### config.mk
export PLATFORM = sky130hd
export DESIGN_NAME = uart_rx_controller
export DESIGN_NICKNAME = d
export VERILOG_FILES = /design/src/rtl/uart_rx_controller.sv
export SDC_FILE = /design/constraint.sdc
export NUM_CORES = 1
export LEC_CHECK = 0
export CAP_MARGIN = 20
export CORE_MARGIN = 2
export CORE_UTILIZATION = 40
export CTS_CLUSTER_SIZE = 8
export DETAILED_ROUTE_END_ITERATION = 6
export GPL_ROUTABILITY_DRIVEN = 0
export MAX_ROUTING_LAYER = met4
export SLEW_MARGIN = 20
export SYNTH_ARGS = -nofsm -noshare
export SYNTH_HDL_FRONTEND = slang
export SYNTH_SLANG_ARGS = --single-unit
### constraint.sdc
create_clock -name clk_i -period 6.5 [get_ports clk_i]
set_input_delay 1.3 -clock clk_i [delete_from_list [all_inputs] [get_ports clk_i]]
set_output_delay 1.3 -clock clk_i [all_outputs]
set_load 0.01 [all_outputs]
### src/rtl/uart_rx_controller.sv
// uart_rx_controller: buffers words from a UART receiver into a small FIFO
// and presents them on a valid/ready stream, with flush, overflow and count.
//
// Ports:
//   clk_i, reset_n_i      clock, asynchronous active-low reset
//   enable_i              accept receiver words while high
//   clear_i               flush request (enter FLUSH)
//   rx_done_i, rx_data_i  word-complete pulse and word from the receiver
//   m_valid_o, m_data_o   buffer head available / head word
//   m_ready_i             consumer accepts the head
//   level_o               buffer occupancy
//   overflow_o            sticky flag, set when a word is dropped
//   rx_count_o            saturating count of accepted words
//   state_o               controller state (OFF/RUN/FLUSH)
module uart_rx_controller #(
    parameter int unsigned WORD_BITS = 8,
    parameter int unsigned DEPTH     = 4,
    parameter int unsigned CNT_BITS  = 16
) (
    input  logic                       clk_i,
    input  logic                       reset_n_i,
    input  logic                       enable_i,
    input  logic                       clear_i,
    input  logic                       rx_done_i,
    input  logic [WORD_BITS-1:0]       rx_data_i,
    output logic                       m_valid_o,
    output logic [WORD_BITS-1:0]       m_data_o,
    input  logic                       m_ready_i,
    output logic [$clog2(DEPTH):0]     level_o,
    output logic                       overflow_o,
    output logic [CNT_BITS-1:0]        rx_count_o,
    output logic [1:0]                 state_o
);

    localparam int unsigned PTR_BITS = $clog2(DEPTH);
    localparam int unsigned LVL_BITS = PTR_BITS + 1;

    typedef enum logic [1:0] {
        OFF   = 2'b00,
        RUN   = 2'b01,
        FLUSH = 2'b10
    } state_t;

    state_t                state;
    logic [PTR_BITS-1:0]   wr_ptr;
    logic [PTR_BITS-1:0]   rd_ptr;
    logic [WORD_BITS-1:0]  mem [DEPTH];

    logic push_req;
    logic pop;
    logic full;
    logic do_push;
    logic drop;

    // Head and status are taken straight from registers; no path from m_ready_i.
    assign m_valid_o = (level_o != '0);
    assign m_data_o  = mem[rd_ptr];
    assign state_o   = state;

    // Handshake qualification; a full buffer still accepts when it pops the same cycle.
    always_comb begin
        push_req = 1'b0;
        pop      = 1'b0;
        full     = 1'b0;
        do_push  = 1'b0;
        drop     = 1'b0;
        push_req = (state == RUN) && rx_done_i;
        pop      = m_valid_o && m_ready_i && (state != FLUSH);
        full     = (level_o == LVL_BITS'(DEPTH));
        do_push  = push_req && (!full || pop);
        drop     = push_req && full && !pop;
    end

    // Controller state, buffer storage, pointers, occupancy and status flags.
    always_ff @(posedge clk_i or negedge reset_n_i) begin
        if (!reset_n_i) begin
            state      <= OFF;
            wr_ptr     <= '0;
            rd_ptr     <= '0;
            level_o    <= '0;
            overflow_o <= 1'b0;
            rx_count_o <= '0;
            for (int i = 0; i < int'(DEPTH); i++) begin
                mem[i] <= '0;
            end
        end else begin
            // clear_i wins over enable_i; the unused encoding falls back to OFF.
            case (state)
                OFF, RUN, FLUSH: begin
                    if (clear_i) begin
                        state <= FLUSH;
                    end else if (enable_i) begin
                        state <= RUN;
                    end else begin
                        state <= OFF;
                    end
                end
                default: state <= clear_i ? FLUSH : OFF;
            endcase

            if (state == FLUSH) begin
                wr_ptr     <= '0;
                rd_ptr     <= '0;
                level_o    <= '0;
                overflow_o <= 1'b0;
                rx_count_o <= '0;
            end else begin
                if (do_push) begin
                    mem[wr_ptr] <= rx_data_i;
                    wr_ptr      <= wr_ptr + PTR_BITS'(1);
                end
                if (pop) begin
                    rd_ptr <= rd_ptr + PTR_BITS'(1);
                end
                if (do_push && !pop) begin
                    level_o <= level_o + LVL_BITS'(1);
                end else if (pop && !do_push) begin
                    level_o <= level_o - LVL_BITS'(1);
                end
                if (drop) begin
                    overflow_o <= 1'b1;
                end
                if (do_push && (rx_count_o != '1)) begin
                    rx_count_o <= rx_count_o + CNT_BITS'(1);
                end
            end
        end
    end

endmodule
-- Word-level counts from Yosys, hierarchy flattened
Cells that the tools add are included.
- add/sub/neg operators: 5
- magnitude comparators: 3
- equality and inequality tests: 5
- muxes and demuxes: 21
- bitwise logic cells: 3
- reductions and logical operators: 23
- operators by type and width (cell ; count):
    32-bit bitwise mux ; 1
    16-bit two-way mux ; 2
    8-bit two-way mux ; 3
    16-bit by 1-bit adder with 16-bit output (second input constant) ; 1
    8-bit binary-select mux with 2-bit select ; 1
    8-bit demux with 2-bit select ; 1
    16-bit inequality test (second input constant) ; 1
    2-bit two-way mux ; 7
    1-bit logical AND ; 10
    3-bit two-way mux ; 3
    2-bit nonzero test ; 4
    3-bit >= comparator (second input constant) ; 2
    2-bit NOT with 3-bit output ; 2
    3-bit nonzero test ; 2
    2-bit by 1-bit adder with 2-bit output (second input constant) ; 2
    3-bit by 1-bit adder with 3-bit output (second input constant) ; 1
    3-bit == test (second input constant) ; 1
    1-bit zero test ; 3
    3-bit by 1-bit less-than comparator with 1-bit output (second input constant) ; 1
    1-bit two-way mux ; 3
    3-bit OR reduction ; 1
    3-bit by 1-bit subtractor with 3-bit output (second input constant) ; 1
    2-bit by 1-bit == test with 1-bit output (second input constant) ; 1
    2-bit == test (second input constant) ; 1
    other kinds (5) ; 5
- flip-flop bits (word level): 58
- input bits: 14
- output and inout port bits: 31

-- Longest topological paths before layout
- word-level depth: 10
- mapped depth: 9
- gate-level depth less buffers: 8

-- Worst setup path after synthesis
OpenSTA, ideal clock, no wires.
- path kind: input port to flip-flop
- start: input port m_ready_i
- end: register level_o[2]
- setup time: 129 ps
- arrival: 3265 ps
- required time: 6371 ps
- path slack: 3106 ps
- stages: 8
- path buffers: 1
- cells stage by stage: buf_2 > nor4b_2 > nand2b_1 > nor2_1 > fa_1 > or3_1 > a311oi_1 > o2bb2ai_1
- longest elaborated chain between the ends: 7
- elaborated cells on any way between the ends: 11
- those cells by class: 2 x mux; 9 x reduce/logical
- ends and longest elaborated chain (element ; RTL line ; source):
    start: declaration ; 28 ; input logic m_ready_i,
    1-bit logical AND * (2 in series) ; 68 ; pop = m_valid_o && m_ready_i && (state != FLUSH);
    1-bit logical OR ; 70 ; do_push = push_req && (!full || pop);
    1-bit logical AND ; 70 ;
    1-bit logical AND / 1-bit zero test (equally long branches) ; 115, 117 ;
    3-bit two-way mux / 1-bit logical AND (equally long branches) ; 115, 117 ;
    3-bit two-way mux / 3-bit nonzero test (equally long branches) ; - ;
    end signal: assignment ; 116 ; level_o <= level_o + LVL_BITS'(1);
    end signal: assignment ; 118 ; level_o <= level_o - LVL_BITS'(1);
    end: declaration ; 29 ; output logic [$clog2(DEPTH):0] level_o,
Every way passes the cells marked *; elsewhere a longest branch is shown, timed or not.
A chain may end at the register's enable or synchronous reset.

-- Worst setup path after layout
Ends and elaborated chain as after synthesis.

==> parameters.txt <==
Parameter                              Value

Status
  Status    complete, no violations

Floorplan
  Die X    about 88 um
  Placement row count    30
  Overall die area    between 0.007 and 0.008 mm^2
  Die height    approximately 88 um
  I/O pin total    45
  Area of the core    roughly 0.007 mm^2
  Initial cell density of the core    41.4%

STA
  Total Negative Setup Slacks    0 ps
  Max-Slew Margin vs Limit    slightly above 50%
  Final setup violation count    0
  Setup clock skew after layout    9.71 ps
  Worst Max-Slew Pin Slew    731 ps
  Worst Setup Slack, final    between 2000 and 3000 ps
  Time the final worst path needs with I/O delays and setup    3710 ps
  Maximum clock rate    0.270 GHz
  Slew Limit Fails    0
  RSZ-0062 raised after global routing    false
  Final Cycle Share    57.1%
  Hold Violations, Final    0

GRT
  Initial antenna violation count    0
  Maximum number of pins on one net before global-route repair    59
  All-Layer GR Usage    roughly 16%
  First-pass GRT wire length    a little over 9 mm
  Vias in the first global route    1,962
  Overflow left after global routing    0

Synthesis
  Share of the synthesized area in the top cell type    51.4%
  Synth Net Count    approximately 250
  Post-synthesis average cell area    12.3 um^2
  Share of synthesized area occupied by flip-flops and latches    between 50% and 60%
  Post-synthesis cell count    229
  Yosys reg bits    58
  Top cell types by occurrence after synthesis    sky130_fd_sc_hd__dfrtp_1, sky130_fd_sc_hd__mux2_2, sky130_fd_sc_hd__nand2_1
  Top post-synthesis cells by area    sky130_fd_sc_hd__dfrtp_1, sky130_fd_sc_hd__mux2_2, sky130_fd_sc_hd__mux4_2
  Top cell type by total area after synthesis    sky130_fd_sc_hd__dfrtp_1
  Post-synthesis cell type count    43
  Count of flip-flops with a built-in enable after synthesis    0
  Netlist area before placement    0.00283 mm^2
  Yosys warning total    0
  Synth async-reset ratio    between 90% and 100%
  Most repeated cell in the gate-level netlist after synthesis    sky130_fd_sc_hd__dfrtp_1
  Commonest register cell after synthesis    sky130_fd_sc_hd__dfrtp_1

Layout
  Fraction of layout cells with a size suffix above 1    22.3%
  Post-layout nets    between 200 and 300
  Area Growth Syn to Fin    25.9%
  Final standard cell area without fillers    0.00356 mm^2
  Post-layout util    52.1%
  Antenna fix cells    0

Worst setup path
  Reg2reg start    level_o[1]
  Critical Path Source    m_ready_i
  Maximum fanout along the worst path    10
  Cell type of the slowest stage on the worst timing path    sky130_fd_sc_hd__clkdlybuf4s50_1
  Slowest Stage Delay on Critical Path    560 ps
  Reg-to-Reg End    level_o[2]
  Worst setup path end    level_o[2]
  Flop2flop setup slack    3840 ps
  R2R depth    7
  Kind of start point of the critical path    primary input
  Worst EP required    6710 ps
  Crit Path Class    in -> reg
  Data arrival at the endpoint of the critical path    3910 ps
  Crit path capture type    flop
  Cells traversed along the worst timing path    clkdlybuf4s50_1, nor4b_2, nand2b_1, nor2_1, fa_1, or3_1, a311oi_1, o2bb2ai_1

Clock tree
  TritonCTS buffer count    9
  CTS resizes    0
  Number of post-CTS setup repair buffers    0
  Clk root buf    sky130_fd_sc_hd__clkbuf_8
  Post-CTS Hold Buffers    0
  Clock slew at reported path FFs    60 ps
  Insertion delay of the later-clocked pin in the worst-skew pair    330 ps
  Clock tree from TritonCTS    built
  Maximum count of clock buffers along a single path    2
  Clock H-tree levels    3
  # clock sinks    58

Drt
  ANT nets after route    0
  Via density per instance    5.26
  Overall via count from detail_route    1,992
  Wirelength, routed    ~5.5 mm
  Detailed Routing Iterations Pass 1    4
  Initial drt markers    just under 70
  Average detailed-routed wire length per instance    about 15 um
  Post-detailed-route DRC marker count    0

Placement
  Count of port buffers added during placement    44
  Area post-placement    0.00337 mm^2
  DP Wirelength    3.75 mm
  Setup Slack @ Placement    2470 ps

Pwr
  VDD IR-drop max    97.3 uV
  Power density over the cells    between 200 and 300 mW/mm^2
  Leakage    1.55 nW

Run
  Count of maximum capacitance violations    0

Worst hold path
  Worst hold path class    reg -> reg
[metrics by stage]
stage	hold WS, ps	power [mW]	cells
global placement	482	0.736	364
finish	503	1.04	379
detailed placement	489	0.742	364
CTS	504	1.06	379
global route	521	1.10	379
floorplan	474	0.610	229
[registers in the layout, indices dropped and copies added (netlist names)]
register,cells
level_o,3
mem,32
overflow_o,1
rd_ptr,2
rx_count_o,16
state_o,2
wr_ptr,2
[final cells by class]
| class | count | area [um^2] |
|---|---|---|
| Multi-Input combinational cell | 158 | 1320 |
| Tap cell | 96 | 120 |
| Fill cell | 622 | 3270 |
| Clock inverter | 1 | 7.51 |
| Sequential cell | 58 | 1450 |
| Clock buffer | 14 | 183 |
| Timing Repair Buffer | 46 | 450 |
| Inverter | 6 | 22.5 |
[cell families after synthesis]
kind of cell / share of synthesized area (%)
buffers and inverters: 1.81
DFF: 51.4
adders and majority gates: 2.92
and+or+nand+nor: 14.6
xor gates and xnor gates: 1.55
muxes: 20.9
AOI/OAI and AO/OA: 6.91
[worst min path at each step]
stage | startpoint | end | slack (ps) | depth (start not counted)
after floorplan | mem[10] | mem[10] | 470 | 1
after detailed placement | mem[4] | mem[4] | 490 | 1
after global placement | mem[4] | mem[4] | 480 | 1
final | mem[4] | mem[4] | 500 | 1
after global routing | mem[17] | mem[17] | 520 | 1
after CTS | mem[4] | mem[4] | 500 | 1
[placed cells by master, fill, tap and decap left out, types with 2 or more instances in the layout]
cell type	instances
sky130_fd_sc_hd__nand4_1	7
sky130_fd_sc_hd__inv_1	6
sky130_fd_sc_hd__and3_1	2
sky130_fd_sc_hd__mux2_2	32
sky130_fd_sc_hd__and2_1	2
sky130_fd_sc_hd__nand2_1	21
sky130_fd_sc_hd__mux2i_1	5
sky130_fd_sc_hd__nand3_1	9
sky130_fd_sc_hd__nor3_1	3
sky130_fd_sc_hd__mux4_2	8
sky130_fd_sc_hd__nand2b_1	2
sky130_fd_sc_hd__clkdlybuf4s50_1	43
sky130_fd_sc_hd__clkbuf_8	13
sky130_fd_sc_hd__o31ai_1	5
sky130_fd_sc_hd__o21ai_0	8
sky130_fd_sc_hd__xor2_1	3
sky130_fd_sc_hd__or4_1	3
sky130_fd_sc_hd__buf_4	2
sky130_fd_sc_hd__nor2_1	9
sky130_fd_sc_hd__ha_1	5
sky130_fd_sc_hd__xnor2_1	2
sky130_fd_sc_hd__or3_1	4
sky130_fd_sc_hd__a21oi_1	8
sky130_fd_sc_hd__dfrtp_1	58
sky130_fd_sc_hd__a311oi_1	2
[layer usage]
metal	global-route usage, %	routed length, um	vias to the layer above
li1	-	-	950
met1	19.6	2620	991
met2	26.0	2660	46
met3	4.81	212	5
met4	4.55	25	0
met5	-	0	-
[power breakdown]
part,switching [mW],internal [mW]
sequential,0.0515,0.407
clock,0.132,0.178
combinational,0.100,0.172
[critical path: cells and delay by family]
kind / cells / cell delay, ps
simple gates: 4 / 1250
buf+inv: 1 / 560
fa+ha+maj: 1 / 420
compound gates: 2 / 390
No activity file was read; power rests on OpenSTA's default activity.
